**src/rtl/inst_decode.sv**
```systemverilog
// inst_decode: single-stage instruction decoder with a one-entry output
// register, valid/ready handshakes on both sides, flush, a sticky HALTED
// state and a saturating count of consumed entries.
//
// Ports
//   clk, rst_n        clock, asynchronous active-low reset
//   in_valid/in_inst  instruction word {opcode[8:6], funct[5:4], operand[3:0]}
//   in_ready          block accepts in_inst this cycle (combinational)
//   flush             drop the held entry and block input this cycle
//   out_valid/ready   output handshake for the decoded entry
//   out_type          instruction type (I=0, M=1, B=2, R=3)
//   out_opcode/funct  copies of the opcode and funct fields
//   out_ra/out_rb     register fields in_inst[3:2] / in_inst[1:0]
//   out_imm           8-bit immediate (sign-extended for B type)
//   out_is_*          control flags, out_reg_write register write enable
//   halted            a HALT has been accepted; left only by reset
//   dec_count         saturating count of output handshakes
module inst_decode #(
  parameter int unsigned CNT_W = 16
) (
  input  logic             clk,
  input  logic             rst_n,
  input  logic             in_valid,
  input  logic [8:0]       in_inst,
  output logic             in_ready,
  input  logic             flush,
  output logic             out_valid,
  input  logic             out_ready,
  output logic [1:0]       out_type,
  output logic [2:0]       out_opcode,
  output logic [1:0]       out_funct,
  output logic [1:0]       out_ra,
  output logic [1:0]       out_rb,
  output logic [7:0]       out_imm,
  output logic             out_is_load,
  output logic             out_is_store,
  output logic             out_is_branch,
  output logic             out_reg_write,
  output logic             out_is_halt,
  output logic             halted,
  output logic [CNT_W-1:0] dec_count
);

  typedef enum logic [2:0] {
    R_ADD = 3'd0,
    R_SHF = 3'd1,
    R_NEG = 3'd2,
    I_LW  = 3'd3,
    I_SW  = 3'd4,
    I_SET = 3'd5,
    B_BEQ = 3'd6,
    M_MOV = 3'd7
  } opcode_t;

  typedef enum logic [1:0] {
    T_I = 2'd0,
    T_M = 2'd1,
    T_B = 2'd2,
    T_R = 2'd3
  } inst_type_t;

  typedef enum logic {
    ST_RUN,
    ST_HALTED
  } state_t;

  localparam logic [1:0] FUN_HALT = 2'd3;

  state_t           r_state;
  logic             r_valid;
  inst_type_t       r_type;
  logic [2:0]       r_opcode;
  logic [1:0]       r_funct;
  logic [1:0]       r_ra;
  logic [1:0]       r_rb;
  logic [7:0]       r_imm;
  logic             r_is_load;
  logic             r_is_store;
  logic             r_is_branch;
  logic             r_reg_write;
  logic             r_is_halt;
  logic [CNT_W-1:0] r_count;

  opcode_t          w_op;
  inst_type_t       w_type;
  logic [7:0]       w_imm;
  logic             w_is_load;
  logic             w_is_store;
  logic             w_is_branch;
  logic             w_reg_write;
  logic             w_is_halt;
  logic             w_halted;
  logic             w_accept;
  logic             w_handshake;

  // Decode of the incoming word, used only when the word is accepted.
  always_comb begin
    w_op        = opcode_t'(in_inst[8:6]);
    w_type      = T_R;
    w_is_load   = 1'b0;
    w_is_store  = 1'b0;
    w_is_branch = 1'b0;
    w_reg_write = 1'b0;
    w_is_halt   = 1'b0;
    case (w_op)
      R_ADD, R_SHF: begin
        w_type      = T_R;
        w_reg_write = 1'b1;
      end
      R_NEG: begin
        w_type      = T_R;
        w_is_halt   = (in_inst[5:4] == FUN_HALT);
        w_reg_write = (in_inst[5:4] != FUN_HALT);
      end
      I_LW: begin
        w_type      = T_I;
        w_is_load   = 1'b1;
        w_reg_write = 1'b1;
      end
      I_SW: begin
        w_type     = T_I;
        w_is_store = 1'b1;
      end
      I_SET: begin
        w_type      = T_I;
        w_reg_write = 1'b1;
      end
      B_BEQ: begin
        w_type      = T_B;
        w_is_branch = 1'b1;
      end
      M_MOV: begin
        w_type      = T_M;
        w_reg_write = 1'b1;
      end
      default: begin
        w_type = T_R;
      end
    endcase
    if (w_type == T_B) begin
      w_imm = {{4{in_inst[3]}}, in_inst[3:0]};
    end else begin
      w_imm = {4'h0, in_inst[3:0]};
    end
  end

  assign w_halted    = (r_state == ST_HALTED);
  // Gated by rst_n so nothing is offered while reset is held.
  assign in_ready    = rst_n && (!r_valid || out_ready) && !w_halted && !flush;
  assign w_accept    = in_valid && in_ready;
  assign w_handshake = r_valid && out_ready;

  always_ff @(posedge clk or negedge rst_n) begin
    if (!rst_n) begin
      r_state     <= ST_RUN;
      r_valid     <= 1'b0;
      r_type      <= T_I;
      r_opcode    <= '0;
      r_funct     <= '0;
      r_ra        <= '0;
      r_rb        <= '0;
      r_imm       <= '0;
      r_is_load   <= 1'b0;
      r_is_store  <= 1'b0;
      r_is_branch <= 1'b0;
      r_reg_write <= 1'b0;
      r_is_halt   <= 1'b0;
      r_count     <= '0;
    end else begin
      // A handshake counts even when flush drops the entry in the same cycle.
      if (w_handshake && (r_count != '1)) begin
        r_count <= r_count + CNT_W'(1);
      end
      if (w_accept) begin
        r_valid     <= 1'b1;
        r_type      <= w_type;
        r_opcode    <= in_inst[8:6];
        r_funct     <= in_inst[5:4];
        r_ra        <= in_inst[3:2];
        r_rb        <= in_inst[1:0];
        r_imm       <= w_imm;
        r_is_load   <= w_is_load;
        r_is_store  <= w_is_store;
        r_is_branch <= w_is_branch;
        r_reg_write <= w_reg_write;
        r_is_halt   <= w_is_halt;
        if (w_is_halt) begin
          r_state <= ST_HALTED;
        end
      end else if (w_handshake || flush) begin
        r_valid <= 1'b0;
      end
    end
  end

  assign out_valid     = r_valid;
  assign out_type      = r_type;
  assign out_opcode    = r_opcode;
  assign out_funct     = r_funct;
  assign out_ra        = r_ra;
  assign out_rb        = r_rb;
  assign out_imm       = r_imm;
  assign out_is_load   = r_is_load;
  assign out_is_store  = r_is_store;
  assign out_is_branch = r_is_branch;
  assign out_reg_write = r_reg_write;
  assign out_is_halt   = r_is_halt;
  assign halted        = w_halted;
  assign dec_count     = r_count;

endmodule

```
**config.mk**
```make
export PLATFORM = sky130hd
export DESIGN_NAME = inst_decode
export DESIGN_NICKNAME = d
export VERILOG_FILES = /design/src/rtl/inst_decode.sv
export SDC_FILE = /design/constraint.sdc
export NUM_CORES = 1
export LEC_CHECK = 0
export CELL_PAD_IN_SITES_DETAIL_PLACEMENT = 0
export CELL_PAD_IN_SITES_GLOBAL_PLACEMENT = 1
export CORE_ASPECT_RATIO = 1.4
export CORE_MARGIN = 1
export CORE_UTILIZATION = 30
export CTS_CLUSTER_SIZE = 14
export DETAILED_ROUTE_END_ITERATION = 7
export GPL_ROUTABILITY_DRIVEN = 0
export GPL_TIMING_DRIVEN = 1
export PLACE_DENSITY = 0.77
export SETUP_SLACK_MARGIN = 0.2
export SYNTH_ARGS = -nofsm -noshare
export SYNTH_HDL_FRONTEND = slang
export SYNTH_SLANG_ARGS = --single-unit
```
**constraint.sdc**
```tcl
create_clock -name clk -period 1.62 [get_ports clk]
set_clock_uncertainty 0.15 [all_clocks]
set_input_delay 0.405 -clock clk [delete_from_list [all_inputs] [get_ports clk]]
set_output_delay 0.405 -clock clk [all_outputs]
set_load 0.005 [all_outputs]
```
==> flow_summary.toml <==
[setup_path]
setup.worst_path.start_class = "flip-flop"
timing.setup.critical_path_class = "flip-flop to output pin"
reg2reg_depth = 6
critical_path.endpoint_type = "output pin"
crit_path_max_fanout = 2
critical_path.cell_chain = "buf_6 -> nand2b_4 -> and3_4 -> buf_6"
worst-endpoint-required_ns = 1.06
crit_family = "flip-flops"
crit_cells = 4
worstPathBufferInverterCount = 2
worstPathArrival_ns = 1.12
slowest_delay_ns = 0.40
dominant_cell_type_by_count_on_the_critical_path = "buf_6"
worst_path_max_delay_cell = "dfrtp_1"

[drt]
routed_wire_length_per_instance_um = 13.7
routed-via-count = 1622
via_per_inst = 4.66
drt.antenna.violating_nets = 0
postRouteWirelength_um = 4770
first_pass_iters = 4
detail_route.drc_violations = 0
drt_first_iter_violations = 67

[pwr]
largest_voltage_drop_on_the_vdd_net_v = 0.000529
switching_power_mw = 0.755
p_clk_share_pct = 24.7
cell_internal_pwr_mw = 2.00
swShare_pct = 27.4
power.density_cell_area_nw_per_um2 = 862
p_leak_nw = 1.54
power.sequential.fraction_pct = 39.4
power_frac_comb_pct = 36.0

[placed_design]
detailedPlacementHpwl_um = 2780
buffer_ports.inserted = 56
dpl-instance-area_sq_um = 2480

[logic_synthesis]
synth-main-ff-cell = "dfrtp_1"
synth_enable_flop_cells = 0
yosys-top-cells-area = "dfrtp_1 (54%), mux2_2 (6.2%), xnor2_1 (5.4%)"
syn_area_per_cell_sq_um = 11.3
yosys.cell_count.top_type = "dfrtp_1"
synth.largest_area_cell = "dfrtp_1"
synth_top_area_share_pct = 53.9
synth.ff_latch_count = 35
asyncSetResetFlopFracSynth_pct = 100
ys_warn_count = 0
syn_inst = 144
syn-num-nets = 159
synth_cell_type_count = 32
netlist_area_sq_um = 1620
synth-seq-area-share_pct = 53.9
synth_top_cells_by_count = "dfrtp_1 (35), nand2_1 (18), xnor2_1 (10)"

[hold_path]
min-delay-path-class = "input pin to asynchronous set/reset pin"

[global_route]
grtUsageTotal_pct = 18.6
first_global_vias = 1706
first_pass_grt_wire_length_um = 7990
largest_net_degree_at_the_start_of_global_routing = 36
grt_remaining_overflow = 0
grt_antenna_before_repair = 0

[clock_network]
cts_tree = "yes"
clock_latency_ns = 0.28
tritoncts_buffer_count = 5
numClockSinks = 35
clkTransAtPathRegs_ns = 0.07
cts_buffer_depth = 2
htree_num_levels = 2
cts_hold_repair.buffers = 0
cts.root.buffer_cell = "clkbuf_8"

[sta]
worst_margin_slew_ns = 0.446
unrepaired_setup_endpoints_after_global_routing = "true"
timing.fmax_mhz = 597
final_cycle_utilization_of_the_critical_path_pct = 103
finalSetupTns_ns = -0.135
finalCriticalPeriod_ns = 1.68
count_of_endpoints_failing_setup_in_the_final_report = 11
maxSlewHeadroom_pct = 70.3
finalHoldViolations = 0
timing_max_transition_violations_final = 0
post-route-worst-setup-slack_ns = -0.0563

[die]
chipHeight_um = 89.1
row_count = 31
core_area_sq_um = 5200
io-pin-count = 57
dieWidth_um = 64.2
floorplan.initialDensity_pct = 31.2
die_area_sq_um = 5720

[finish]
fraction_of_layout_instances_using_a_drive_strength_above_1_pct = 64.9
nNetsFinal = 296
antenna-diode-count = 0
post-route-cell-area_sq_um = 3200
areaGrowthSynthToFinish_pct = 96.9
layout.core_utilization_pct = 61.5

[run]
maxCapViolations = 0

[status]
failed_checks = "negative setup slack"
status = "finished with violations"
==> metrics by stage <==
| stage | cells | worst slack, ns | power [mW] | hold WS, ns |
|---|---|---|---|---|
| floorplan | 144 | -0.00741 | 1.33 | -0.0406 |
| global placement | 293 | -0.577 | 1.79 | 0.309 |
| detailed placement | 293 | -0.581 | 1.80 | 0.318 |
| CTS | 344 | -0.0591 | 2.64 | 0.225 |
| global route | 348 | -0.115 | 2.94 | 0.253 |
| finish | 348 | -0.0563 | 2.76 | 0.204 |
==> final timing paths <==
path	from	endpoint	slack, ns
max in group asynchronous	rst_n	dec_count[9]	0.80
hold reg to reg	out_type[0]	out_type[0]	0.34
hold / removal	rst_n	out_imm[1]	0.20
setup / recovery	out_valid	in_ready	-0.06
setup reg to reg	dec_count[14]	dec_count[1]	-0.03
min in group clk	flush	out_valid	0.33
==> power by group through the flow <==
stage	registers, mW	logic (mW)	clock network, mW
finish	1.09	0.992	0.680
global route	1.10	1.10	0.746
CTS	1.07	0.862	0.711
detailed placement	1.10	0.701	0
global placement	1.10	0.693	0
floorplan	1.12	0.204	0
==> cells in the final DEF (no fill, tap or decap), types with 4 or more instances in the layout <==
cell / count
clkbuf_8: 7
nand2_2: 7
o21ai_1: 5
clkdlybuf4s50_1: 9
dfrtp_1: 35
buf_6: 53
buf_2: 28
xor2_1: 4
nand3_2: 4
buf_4: 44
mux2_2: 8
xnor2_1: 10
nand4_1: 8
nand2_1: 10
nand3b_1: 4
==> area by class of cell <==
| type | count | area, sq um |
|---|---|---|
| Inverter | 4 | 15.0 |
| Sequential cell | 35 | 876 |
| Multi-Input combinational cell | 97 | 921 |
| Clock buffer | 8 | 100 |
| Fill cell | 456 | 2000 |
| Tap cell | 66 | 82.6 |
| Timing Repair Buffer | 138 | 1200 |
==> worst reg2reg max path, stage by stage (launching register included) <==
cell,delay (ns)
dfrtp_1,0.37
buf_4,0.13
nand4_4,0.11
nor4_4,0.28
buf_6,0.17
nor2_4,0.05
mux2_4,0.29
==> per-layer routing <==
layer	vias up	GRT usage (%)	wire length [um]
li1	774	-	-
met1	787	19.0	1690
met2	49	36.1	2770
met3	12	4.21	201
met4	0	7.68	100
met5	-	0	0
==> sequential cells by signal, indices dropped and copies added, names as in the netlist <==
signal,count
out_type,2
out_opcode,3
dec_count,16
halted,1
out_funct,2
out_rb,1
out_is_load,1
out_is_store,1
out_is_halt,1
out_imm,3
out_is_branch,1
out_ra,1
out_reg_write,1
out_valid,1
==> cell families (layout without fill, tap and decap cells) <==
family,count (synthesis),in the layout,synth area share (%)
and+or+nand+nor,57,58,20.6
DFF,35,35,53.9
AOI/OAI and AO/OA,14,14,5.32
xor gates and xnor gates,14,14,7.55
buffers and inverters,13,150,4.62
muxes,10,10,7.16
adders and majority gates,1,1,0.770
==> timing repair <==
| action | CTS | global route |
|---|---|---|
| pin swaps | 23 | 11 |
| setup endpoints to repair | 78 | 52 |
| cloned | 2 | 0 |
| buffers inserted | 41 | 4 |
| gates resized for setup | 253 | 21 |
No activity file was read; power rests on OpenSTA's default activity.
